File: src/rtl/wishbone_initiator.sv
// Single-outstanding pipelined Wishbone initiator.
// A request handshake launches one bus cycle, and the result comes back on a response channel.
// Define WB_INIT_BYTE_MODE_EN to turn on byte-lane steering for requests whose
// sel is exactly 1 (sel[0] set, all other bits clear).
module wishbone_initiator #(
  parameter int unsigned ADDR_W  = 11,
  parameter int unsigned DATA_W  = 32,
  parameter int unsigned TIMEOUT = 16
) (
  input  logic                clk,
  input  logic                rst,
  input  logic                req_valid,
  output logic                req_ready,
  input  logic [ADDR_W-1:0]   req_addr,
  input  logic                req_we,
  input  logic [DATA_W/8-1:0] req_sel,
  input  logic [DATA_W-1:0]   req_wdata,
  output logic                rsp_valid,
  input  logic                rsp_ready,
  output logic [DATA_W-1:0]   rsp_rdata,
  output logic                rsp_err,
  output logic                wb_cyc_o,
  output logic                wb_stb_o,
  output logic                wb_we_o,
  output logic [ADDR_W-1:0]   wb_addr_o,
  output logic [DATA_W/8-1:0] wb_sel_o,
  output logic [DATA_W-1:0]   wb_data_o,
  input  logic [DATA_W-1:0]   wb_data_i,
  input  logic                wb_ack_i,
  input  logic                wb_stall_i
);

  localparam int unsigned SelW = DATA_W / 8;
  localparam int unsigned CntW = $clog2(TIMEOUT + 1);

  typedef enum logic [1:0] {StIdle, StReq, StWait, StResp} state_e;

  state_e            state_q, state_d;
  logic              init_q;
  logic [ADDR_W-1:0] addr_q;
  logic              we_q;
  logic [SelW-1:0]   sel_q;
  logic [DATA_W-1:0] wdata_q;
  logic [DATA_W-1:0] rdata_q;
  logic              err_q;
  logic [CntW-1:0]   cnt_q;

  logic              accept;
  logic              busy;
  logic              ack_take;
  logic              timeout_hit;
  logic [SelW-1:0]   sel_cap;
  logic [DATA_W-1:0] wdata_cap;
  logic [DATA_W-1:0] rdata_ext;

  assign accept   = req_valid && req_ready;
  assign busy     = (state_q == StReq) || (state_q == StWait);
  // An ack only counts once the strobe has been accepted (not stalled).
  assign ack_take = ((state_q == StReq) && !wb_stall_i && wb_ack_i) ||
                    ((state_q == StWait) && wb_ack_i);
  // Ack in the last allowed cycle wins over the timeout.
  assign timeout_hit = busy && !ack_take && (cnt_q == CntW'(TIMEOUT - 1));

`ifdef WB_INIT_BYTE_MODE_EN
  logic              byte_req;
  logic              byte_q;
  logic [DATA_W-1:0] lane_shift;

  assign byte_req   = (req_sel == SelW'(1));
  assign sel_cap    = byte_req ? (SelW'(1) << req_addr[1:0]) : req_sel;
  assign wdata_cap  = byte_req ? (DATA_W'(req_wdata[7:0]) << {req_addr[1:0], 3'b000})
                               : req_wdata;
  assign lane_shift = wb_data_i >> {addr_q[1:0], 3'b000};
  assign rdata_ext  = byte_q ? {{(DATA_W - 8){1'b0}}, lane_shift[7:0]} : wb_data_i;

  // Remember whether the captured request was a byte request, for read-lane extraction.
  always_ff @(posedge clk or negedge rst) begin
    if (!rst) begin
      byte_q <= 1'b0;
    end else if (accept) begin
      byte_q <= byte_req;
    end
  end
`else
  assign sel_cap   = req_sel;
  assign wdata_cap = req_wdata;
  assign rdata_ext = wb_data_i;
`endif

  // State register; reset aborts any bus cycle immediately.
  always_ff @(posedge clk or negedge rst) begin
    if (!rst) begin
      state_q <= StIdle;
    end else begin
      state_q <= state_d;
    end
  end

  // Next-state logic.
  always_comb begin
    state_d = state_q;
    unique case (state_q)
      StIdle: if (accept) state_d = StReq;
      StReq: begin
        if (ack_take || timeout_hit) begin
          state_d = StResp;
        end else if (!wb_stall_i) begin
          state_d = StWait;
        end
      end
      StWait: if (ack_take || timeout_hit) state_d = StResp;
      StResp: if (rsp_ready) state_d = StIdle;
      default: state_d = StIdle;
    endcase
  end

  // Outputs decoded from state and captured registers.
  always_comb begin
    req_ready = 1'b0;
    rsp_valid = 1'b0;
    wb_cyc_o  = 1'b0;
    wb_stb_o  = 1'b0;
    wb_we_o   = 1'b0;
    wb_addr_o = '0;
    wb_sel_o  = '0;
    wb_data_o = '0;
    unique case (state_q)
      StIdle: req_ready = init_q;
      StReq, StWait: begin
        wb_cyc_o  = 1'b1;
        wb_stb_o  = (state_q == StReq);
        wb_we_o   = we_q;
        wb_addr_o = addr_q;
        wb_sel_o  = sel_q;
        wb_data_o = we_q ? wdata_q : '0;
      end
      StResp: rsp_valid = 1'b1;
      default: ;
    endcase
  end

  assign rsp_rdata = rdata_q;
  assign rsp_err   = err_q;

  // Request capture and response registers; init_q holds req_ready low until the first clock.
  always_ff @(posedge clk or negedge rst) begin
    if (!rst) begin
      init_q  <= 1'b0;
      addr_q  <= '0;
      we_q    <= 1'b0;
      sel_q   <= '0;
      wdata_q <= '0;
      rdata_q <= '0;
      err_q   <= 1'b0;
    end else begin
      init_q <= 1'b1;
      if (accept) begin
        addr_q  <= req_addr;
        we_q    <= req_we;
        sel_q   <= sel_cap;
        wdata_q <= req_we ? wdata_cap : '0;
      end
      if (ack_take) begin
        rdata_q <= we_q ? '0 : rdata_ext;
        err_q   <= 1'b0;
      end else if (timeout_hit) begin
        rdata_q <= '0;
        err_q   <= 1'b1;
      end
    end
  end

  // Cycles spent with cyc high; cleared outside REQ/WAIT and on completion.
  always_ff @(posedge clk or negedge rst) begin
    if (!rst) begin
      cnt_q <= '0;
    end else if (busy && !ack_take && !timeout_hit) begin
      cnt_q <= cnt_q + CntW'(1);
    end else begin
      cnt_q <= '0;
    end
  end

endmodule

File: config.mk
export PLATFORM = sky130hd
export DESIGN_NAME = wishbone_initiator
export DESIGN_NICKNAME = d
export VERILOG_FILES = /design/src/rtl/wishbone_initiator.sv
export SDC_FILE = /design/constraint.sdc
export NUM_CORES = 1
export LEC_CHECK = 0
export ABC_AREA = 1
export CORE_ASPECT_RATIO = 2
export CORE_UTILIZATION = 46
export DETAILED_ROUTE_END_ITERATION = 7
export PLACE_DENSITY = 0.83
export SYNTH_ARGS = -nofsm -noshare
export SYNTH_HDL_FRONTEND = slang
export SYNTH_SLANG_ARGS = --single-unit
File: constraint.sdc
create_clock -name clk -period 3.2 [get_ports clk]
set_input_delay 0.64 -clock clk [delete_from_list [all_inputs] [get_ports clk]]
set_output_delay 0.64 -clock clk [all_outputs]
set_load 0.05 [all_outputs]
==> flow_summary.yaml, run 1 <==
worst_setup_path:
  slowest_delay_ns: 0.81
  cp_max_fo: 16
  crit_start: "state_q[0]"
  ff2ff_setup_slack_ns: 0.71
  timing.rr.start: "state_q[0]"
  critPathBufInv: 3
  arrival_ns: 2.37
  critPathMostFrequentCell: "inv_1"
  r2r_end: "state_q[0]"
  crit_family: "buffers and inverters"
  crit_chain: "inv_1 -> ha_2 -> nand2_1 -> inv_1 -> clkdlybuf4s50_1"
  crit_type: "reg2out"
  cp.depth: 5
  rr_worst_depth: 9
  critPathCaptureType: "output pin"
  slowest_stage: "clkdlybuf4s50_1"
  worstPathRequired_ns: 2.56
  endpoint: "wb_sel_o[3]"
  critPathLaunchType: "flop"
sta:
  min_period_ns: 3.01
  max_freq_mhz: 332
  setup_violations: 0
  setup_ws_ns: 0.186
  whs_ns: 0.473
  finalMaxSlewViolations: 0
  fin_tns_setup_ns: 0
  rsz0062_at_grt: "no"
  clock_skew_ns: 0.00634
  slew_headroom_pct: 27.2
  hold_viol: 0
  post-route-period-util_pct: 94.2
  worst_slew_pin_slew_ns: 1.09
cts:
  cts-root-buf: "clkbuf_16"
  cts_tree: "done"
  clkLatencyLatePin_ns: 0.34
  htreeDepth: 3
  cts_hold_buf: 0
  cts_setup_buffers: 0
  clkSlewWorstSetupHoldPaths_ns: 0.06
  cts_resized: 0
  cts_buffer_depth: 2
  cts.sinks: 89
  cts_inserted_buffers: 9
placement:
  dpl.hpwl_mm: 7.68
  post-place-ws_ns: 0.398
  io_buffer_count: 170
  gp_congestion: 0.825
pwr:
  power.switching_mw: 3.33
  power_frac_clock_pct: 15.3
  cell_internal_pwr_mw: 3.68
  total_power_mw: 7.01
  p_per_area_nw_per_um2: 1100
  seqPwrFrac_pct: 26.4
  p_leak_nw: 2.98
  switching_share_pct: 47.5
  comb_power_share_pct: 58.3
  ir_drop_uv: 781
synth:
  netlist_area_um2: 4090
  synth.area.mux_share_pct: 0
  syn-num-nets: 570
  synthXorXnorAreaFrac_pct: 0.214
  synth_top_family_by_area: "simple AND/OR/NAND/NOR gates"
  synth_edf_count: 0
  ys.flop_type: "dfrtp_1"
  synth_area_per_cell_um2: 8.59
  synthAdderAreaFrac_pct: 2.45
  synth-simple-area-share_pct: 19.3
  yosysSeqAreaShare_pct: 54.5
  synth_compound_area_share_pct: 10.4
  syn_inst: 476
  yosysWarnings: 0
  synth_cell_types: 24
  ys_ff_latch: 89
  async_reset_ff_share_pct: 100
run:
  drv_cap: 0
die:
  die_h_um: 135
  die_area_um2: 9290
  initial_core_util_pct: 47.3
  rows: 48
  ios: 171
  core_area_um2: 8650
  fp.dieW_um: 68.7
finish:
  n_fill_cell: 649
  diodes: 0
  area_growth_pct: 56.4
  drive_gt1_share_pct: 11.3
  layout.nets: 727
global_route:
  grt_overflow_total: 0
  antenna_found_initial: 0
  grt_pass1_vias: 3672
  grtUsageTotal_pct: 24.3
  grt_start_max_net_pins: 90
  grt_pass1_wl_mm: 16.5
worst_hold_path:
  hp-class: "reg2reg"
  worstHoldStart: "cnt_q[0]"
detailed_routing:
  vias_per_cell: 4.96
  wire_per_inst_um: 14.4
  wl_mm: 10.7
  drt_iter0_drc: 207
  drt_first_pass_iters: 4
  ant_nets: 0
  route.detailed.drc: 0
  vias: 3662
run_status:
  status: "completed"
==> worst reg2reg max path, stage by stage, from the launching register on <==
cell	delay (ns)
dfrtp_1	0.44
inv_1	0.12
ha_2	0.52
buf_4	0.20
inv_4	0.05
o211ai_4	0.73
nand2_1	0.14
nand3_1	0.13
nand2_1	0.05
nand2_1	0.06
==> cells in the mapped netlist (all sizes together) (3+ instances only) <==
master	count	area, um^2
o21ai	66	368
o211ai	3	36.3
nand3	68	340
buf	18	141
nor2	39	146
dfrtp	89	2230
clkbuf	9	35.0
inv	94	358
ha	8	100
nand2	77	297
==> layer usage <==
| layer | part of all wire [%] | global-route usage [%] | vias up |
|---|---|---|---|
| li1 | - | - | 1787 |
| met1 | 35 | 23.8 | 1711 |
| met2 | 56 | 44.3 | 138 |
| met3 | 5.7 | 5.72 | 26 |
| met4 | 3.9 | 13.0 | 0 |
| met5 | 0 | 0 | - |
==> logic make-up (layout without fill, tap and decap cells) <==
group,after synthesis,in the layout
buffers and inverters,121,283
XOR/XNOR,1,1
AO/OA/AOI/OAI,71,71
AND/OR/NAND/NOR,185,185
other,1,1
adder cells (fa/ha/maj),8,8
flip-flops,89,89
==> how the worst min path moves through the flow <==
stage	to	slack, ns	cells after the start
4_1_cts	cnt_q[0]	0.48	1
2_1_floorplan	addr_q[0]	0.34	0
3_5_place_dp	addr_q[5]	0.47	2
3_3_place_gp	cnt_q[0]	0.45	1
6_report	cnt_q[0]	0.47	1
5_1_grt	cnt_q[0]	0.51	1
==> cells in the final DEF (no fill, tap or decap), types with 2 or more instances in the layout <==
master | synthesis | final
dfrtp_1 | 89 | 89
nand3_1 | 68 | 68
inv_2 | 2 | 2
clkbuf_8 | 0 | 3
buf_12 | 0 | 33
inv_1 | 90 | 90
ha_1 | 8 | 7
o211ai_1 | 2 | 2
o21ai_1 | 7 | 7
o21ai_0 | 49 | 49
clkdlybuf4s50_1 | 0 | 133
buf_4 | 3 | 7
nand2_1 | 76 | 76
clkbuf_16 | 0 | 9
inv_4 | 2 | 2
nor2_1 | 39 | 39
clkbuf_1 | 8 | 2
o21ai_2 | 10 | 10
==> sequential cells by signal (all words and copies together) (netlist names) <==
name       flops
state_q        2
wdata_q       32
addr_q        11
sel_q          4
we_q           1
cnt_q          5
rsp_rdata     32
rsp_err        1
init_q         1
==> cell type report <==
type	instances	area [um^2]	share of cell area [%]
clock buffer	14	274	4.29
timing repair buffer	173	2040	32.0
tap	100	125	1.96
multi-input combinational	266	1330	20.8
clock inverter	2	35.0	0.548
inverter	94	358	5.60
sequential	89	2230	34.8
==> through the flow <==
stage	util (%)	area (um^2)	std cells
3_5_place_dp	70.3	6080	722
3_3_place_gp	70.3	6080	722
5_1_grt	73.9	6390	738
4_1_cts	73.9	6390	738
6_report	73.9	6390	738
2_1_floorplan	-	4090	476
==> power groups by stage <==
stage          sequential (mW)  combinational (mW)  clock (mW)
2_1_floorplan             2.51                2.01           0
3_3_place_gp              1.84                4.02           0
3_5_place_dp              1.87                4.10           0
4_1_cts                   1.85                4.12        1.10
5_1_grt                   1.90                4.37        1.13
6_report                  1.85                4.09        1.07
Note: power is estimated with default switching activity, not from simulation.
==> run 2: changes to the inputs <==
--- a/config.mk
+++ b/config.mk
@@ -8,8 +8,10 @@
 export ABC_AREA = 1
 export CORE_ASPECT_RATIO = 2
 export CORE_UTILIZATION = 46
+export CTS_CLUSTER_DIAMETER = 80
 export DETAILED_ROUTE_END_ITERATION = 7
-export PLACE_DENSITY = 0.83
+export PLACE_DENSITY = 0.88
+export SLEW_MARGIN = 15
 export SYNTH_ARGS = -nofsm -noshare
 export SYNTH_HDL_FRONTEND = slang
 export SYNTH_SLANG_ARGS = --single-unit
==> run 2 against run 1 <==
Core utilization up 0.13 points. Largest cell class unchanged. Critical path depth up 1. Cell count up 0.14%. Register-to-register slack better by 0.36 ns. Sequential share of layout area down 0.061 points. Wire length up 2.7%. Clock power about the same.
==> flow_summary.yaml, run 2 (synthesized netlist as in run 1, its figures left out) <==
sta:
  fin_tns_setup_ns: 0
  worst_slew_pin_slew_ns: 1.01
  whs_ns: 0.335
  post-route-period-util_pct: 97.1
  rsz0062_at_grt: "no"
  hold_viol: 0
  slew_headroom_pct: 32.6
  setup_violations: 0
  finalMaxSlewViolations: 0
  setup_ws_ns: 0.0935
  min_period_ns: 3.11
  clock_skew_ns: 0.00896
  max_freq_mhz: 322
detailed_routing:
  wl_mm: 10.9
  drt_first_pass_iters: 4
  vias_per_cell: 5.03
  drt_iter0_drc: 195
  route.detailed.drc: 0
  vias: 3719
  ant_nets: 0
  wire_per_inst_um: 14.8
worst_setup_path:
  cp_max_fo: 10
  crit_type: "reg2out"
  slowest_delay_ns: 0.81
  critPathBufInv: 4
  worstPathRequired_ns: 2.56
  critPathCaptureType: "output pin"
  slowest_stage: "clkdlybuf4s50_1"
  critPathLaunchType: "flop"
  crit_family: "buffers and inverters"
  critPathMostFrequentCell: "inv_1"
  arrival_ns: 2.47
  crit_chain: "inv_1 -> ha_1 -> buf_4 -> nand2_1 -> inv_1 -> clkdlybuf4s50_1"
run:
  drv_cap: 0
pwr:
  power.switching_mw: 3.38
  seqPwrFrac_pct: 26.3
  p_per_area_nw_per_um2: 1100
  cell_internal_pwr_mw: 3.69
  switching_share_pct: 47.8
  power_frac_clock_pct: 15.4
  total_power_mw: 7.07
  ir_drop_uv: 870
  p_leak_nw: 2.98
  comb_power_share_pct: 58.3
placement:
  post-place-ws_ns: 0.471
  dpl.hpwl_mm: 7.98
  gp_congestion: 0.856
  io_buffer_count: 170
die:
  ios: 171
  rows: 48
  initial_core_util_pct: 47.3
  core_area_um2: 8650
  fp.dieW_um: 68.7
  die_h_um: 135
  die_area_um2: 9290
cts:
  cts_buffer_depth: 2
  clkSlewWorstSetupHoldPaths_ns: 0.06
  clkLatencyLatePin_ns: 0.34
  cts_tree: "done"
  cts_setup_buffers: 0
  cts_inserted_buffers: 9
  cts_resized: 0
  cts_hold_buf: 0
  cts.sinks: 89
  htreeDepth: 3
  cts-root-buf: "clkbuf_16"
global_route:
  grt_overflow_total: 0
  grt_pass1_wl_mm: 16.6
  grt_start_max_net_pins: 90
  grtUsageTotal_pct: 24.5
  grt_pass1_vias: 3635
  antenna_found_initial: 0
run_status:
  status: "completed"
finish:
  final_common_cell: "clkdlybuf4s50_1"
  area_growth_pct: 56.6
  diodes: 0
  n_fill_cell: 596
  drive_gt1_share_pct: 11.7
  layout.nets: 728
  layout_common_cells: "clkdlybuf4s50_1, inv_1, dfrtp_1, nand2_1, nand3_1"
  final_core_util_pct: 74.1
worst_hold_path:
  hp-class: "in2async"
-- run 2: area by class of cell --
type,instances,area [um^2],share of cell area (%)
clock buffers,12,267,4.16
flip-flops and latches,89,2230,34.8
repair buffers,174,2050,32.0
well taps,100,125,1.95
multi-input cells,266,1330,20.7
inverters,94,358,5.59
clock inverters,4,50.0,0.781
-- run 2: path summary, 6_finish.rpt --
kind	endpoint	start	depth (start not counted)	slack, ns
max in group asynchronous	we_q	rst	1	2.31
worst min register to register	cnt_q[0]	cnt_q[0]	1	0.47
min in group clk	cnt_q[0]	cnt_q[0]	1	0.47
worst min-delay path	rsp_rdata[12]	rst	1	0.33
worst max-delay path	wb_addr_o[4]	state_q[0]	6	0.09
worst max register to register	rsp_rdata[6]	state_q[0]	6	1.07
-- run 2: power groups by stage --
| stage | Combinational, mW | Sequential [mW] | Clock, mW |
|---|---|---|---|
| 2_1_floorplan | 2.01 | 2.51 | 0 |
| 3_3_place_gp | 4.02 | 1.85 | 0 |
| 3_5_place_dp | 4.13 | 1.87 | 0 |
| 4_1_cts | 4.15 | 1.86 | 1.11 |
| 5_1_grt | 4.37 | 1.91 | 1.15 |
| 6_report | 4.13 | 1.86 | 1.09 |
-- run 2: layer usage --
layer | part of all wire [%] | GRT usage [%] | routed length [um]
met5 | 0 | 0 | 0
met4 | 2.9 | 10.9 | 318
met3 | 6.0 | 7.07 | 657
met2 | 56 | 43.8 | 6110
met1 | 35 | 25.1 | 3860
-- run 2: per-stage QoR --
stage	cells	cell area, um^2
finish	739	6400
global route	739	6400
CTS	739	6410
detailed placement	723	6090
global placement	723	6090
floorplan	476	4090
==> run 3: changes to the inputs <==
--- a/config.mk
+++ b/config.mk
@@ -10,7 +10,7 @@
 export CORE_UTILIZATION = 46
 export CTS_CLUSTER_DIAMETER = 80
 export DETAILED_ROUTE_END_ITERATION = 7
-export PLACE_DENSITY = 0.88
+export PLACE_DENSITY = 0.85
 export SLEW_MARGIN = 15
 export SYNTH_ARGS = -nofsm -noshare
 export SYNTH_HDL_FRONTEND = slang
==> run 3 against run 2 <==
Power fell by 1.0%. Critical path type unchanged. Non-clock buffer count stayed put. Sequential share of layout area increased by 0.054 points. Cell count decreased by 0.14%. Wire length decreased by 2.4%. Maximum frequency up 2.1%. Largest power group unchanged. Core utilization fell by 0.12 points. Largest cell class unchanged.
==> flow_summary.yaml, run 3 (synthesized netlist as in run 1, its figures left out) <==
run_status:
  status: "completed"
sta:
  setup_ws_ns: 0.156
  hold_viol: 0
  finalMaxSlewViolations: 0
  min_period_ns: 3.04
  slew_headroom_pct: 35.5
  setup_violations: 0
  post-route-period-util_pct: 95.1
  fin_tns_setup_ns: 0
  max_freq_mhz: 329
  rsz0062_at_grt: "no"
  clock_skew_ns: 0.00710
  worst_slew_pin_slew_ns: 0.966
global_route:
  use_met3_pct: 5.64
  grtUsageTotal_pct: 24.1
  grt_start_max_net_pins: 90
  grt_pass1_wl_mm: 16.5
  busiest_layer: "met2"
  grt_overflow_total: 0
  use_met2_pct: 41.5
  antenna_found_initial: 0
  grt_pass1_vias: 3774
  gr-usage-met1_pct: 25.3
cts:
  cts_buffer_depth: 2
  cts.sinks: 89
  cts-root-buf: "clkbuf_16"
  clkSlewWorstSetupHoldPaths_ns: 0.06
  clkLatencyLatePin_ns: 0.33
  cts_inserted_buffers: 9
  cts_tree: "done"
  htreeDepth: 3
  cts_setup_buffers: 0
detailed_routing:
  drt_first_pass_iters: 4
  wire_per_inst_um: 14.5
  vias: 3708
  vias_per_cell: 5.02
  route.detailed.drc: 0
  wl_mm: 10.7
  drt_iter0_drc: 208
  ant_nets: 0
worst_setup_path:
  ff2ff_setup_slack_ns: 0.77
  crit_chain: "inv_1 -> ha_2 -> nand2_1 -> inv_1 -> clkdlybuf4s50_1"
  slowest_stage: "clkdlybuf4s50_1"
  worstPathRequired_ns: 2.56
  crit_family: "buffers and inverters"
  cp_max_fo: 17
  cp.depth: 5
  slowest_delay_ns: 0.81
  crit_start: "state_q[0]"
  rr_worst_depth: 7
  r2r_end: "rsp_rdata[9]"
  critPathCaptureType: "output pin"
  critPathLaunchType: "flop"
  critPathBufInv: 3
  arrival_ns: 2.40
  crit_type: "reg2out"
  critPathMostFrequentCell: "inv_1"
  endpoint: "wb_addr_o[7]"
  timing.rr.start: "state_q[0]"
die:
  die_area_um2: 9290
  die_h_um: 135
  ios: 171
  initial_core_util_pct: 47.3
  rows: 48
  fp.dieW_um: 68.7
  core_area_um2: 8650
placement:
  gp_congestion: 0.807
  dpl_cell_area_um2: 6090
  post-place-ws_ns: 0.370
  io_buffer_count: 170
  dpl.hpwl_mm: 7.89
pwr:
  power_frac_clock_pct: 14.8
  cell_internal_pwr_mw: 3.66
  comb_power_share_pct: 58.8
  total_power_mw: 7.00
  ir_drop_uv: 1030
  power.switching_mw: 3.34
  seqPwrFrac_pct: 26.4
  p_per_area_nw_per_um2: 1100
  switching_share_pct: 47.7
  p_leak_nw: 2.98
finish:
  drive_gt1_share_pct: 11.3
  final_common_cell: "clkdlybuf4s50_1"
  n_fill_cell: 623
  layout.nets: 728
  final_core_util_pct: 73.9
  area_growth_pct: 56.4
  design_area_um2: 6390
  diodes: 0
  layout_common_cells: "clkdlybuf4s50_1, inv_1, dfrtp_1, nand2_1, nand3_1"
worst_hold_path:
  hp-class: "in2async"
run:
  drv_cap: 0
-- run 3: layout make-up --
type                            count  area [um^2]  share of cell area, %
Clock inverter                      3         40.0                  0.626
Tap cell                          100          125                   1.96
Clock buffer                       12          256                   4.01
Multi-Input combinational cell    266         1330                   20.8
Timing Repair Buffer              174         2060                   32.2
Sequential cell                    89         2230                   34.8
Inverter                           94          358                   5.60
-- run 3: power groups by stage --
| stage | registers (mW) | logic [mW] | clock network (mW) |
|---|---|---|---|
| global route | 1.90 | 4.38 | 1.11 |
| floorplan | 2.51 | 2.01 | 0 |
| finish | 1.85 | 4.12 | 1.04 |
| CTS | 1.85 | 4.14 | 1.05 |
| detailed placement | 1.87 | 4.13 | 0 |
| global placement | 1.85 | 4.02 | 0 |
-- run 3: metal layers --
metal / share of wire (%) / vias to the layer above
li1: - / 1782
met1: 35 / 1746
met2: 54 / 146
met3: 6.1 / 34
met4: 4.7 / 0
met5: 0 / -
-- run 3: worst min-delay path by stage --
stage / from / endpoint / cells past startpoint
6_report: rst / rsp_rdata[17] / 1
5_1_grt: rst / rsp_rdata[29] / 1
4_1_cts: cnt_q[0] / cnt_q[0] / 1
3_5_place_dp: sel_q[2] / sel_q[2] / 2
3_3_place_gp: cnt_q[0] / cnt_q[0] / 1
2_1_floorplan: rst / addr_q[0] / 0
-- run 3: per-stage QoR --
stage,hold slack (ns),std cells
after CTS,0.479,738
after global routing,0.413,738
after global placement,0.444,723
after floorplan,0.344,476
after detailed placement,0.466,723
final,0.356,738
-- run 3: timing repair --
action,in CTS,in global routing
gates resized for setup,0,1
endpoints found under the setup margin,0,13
hold buffers,0,0
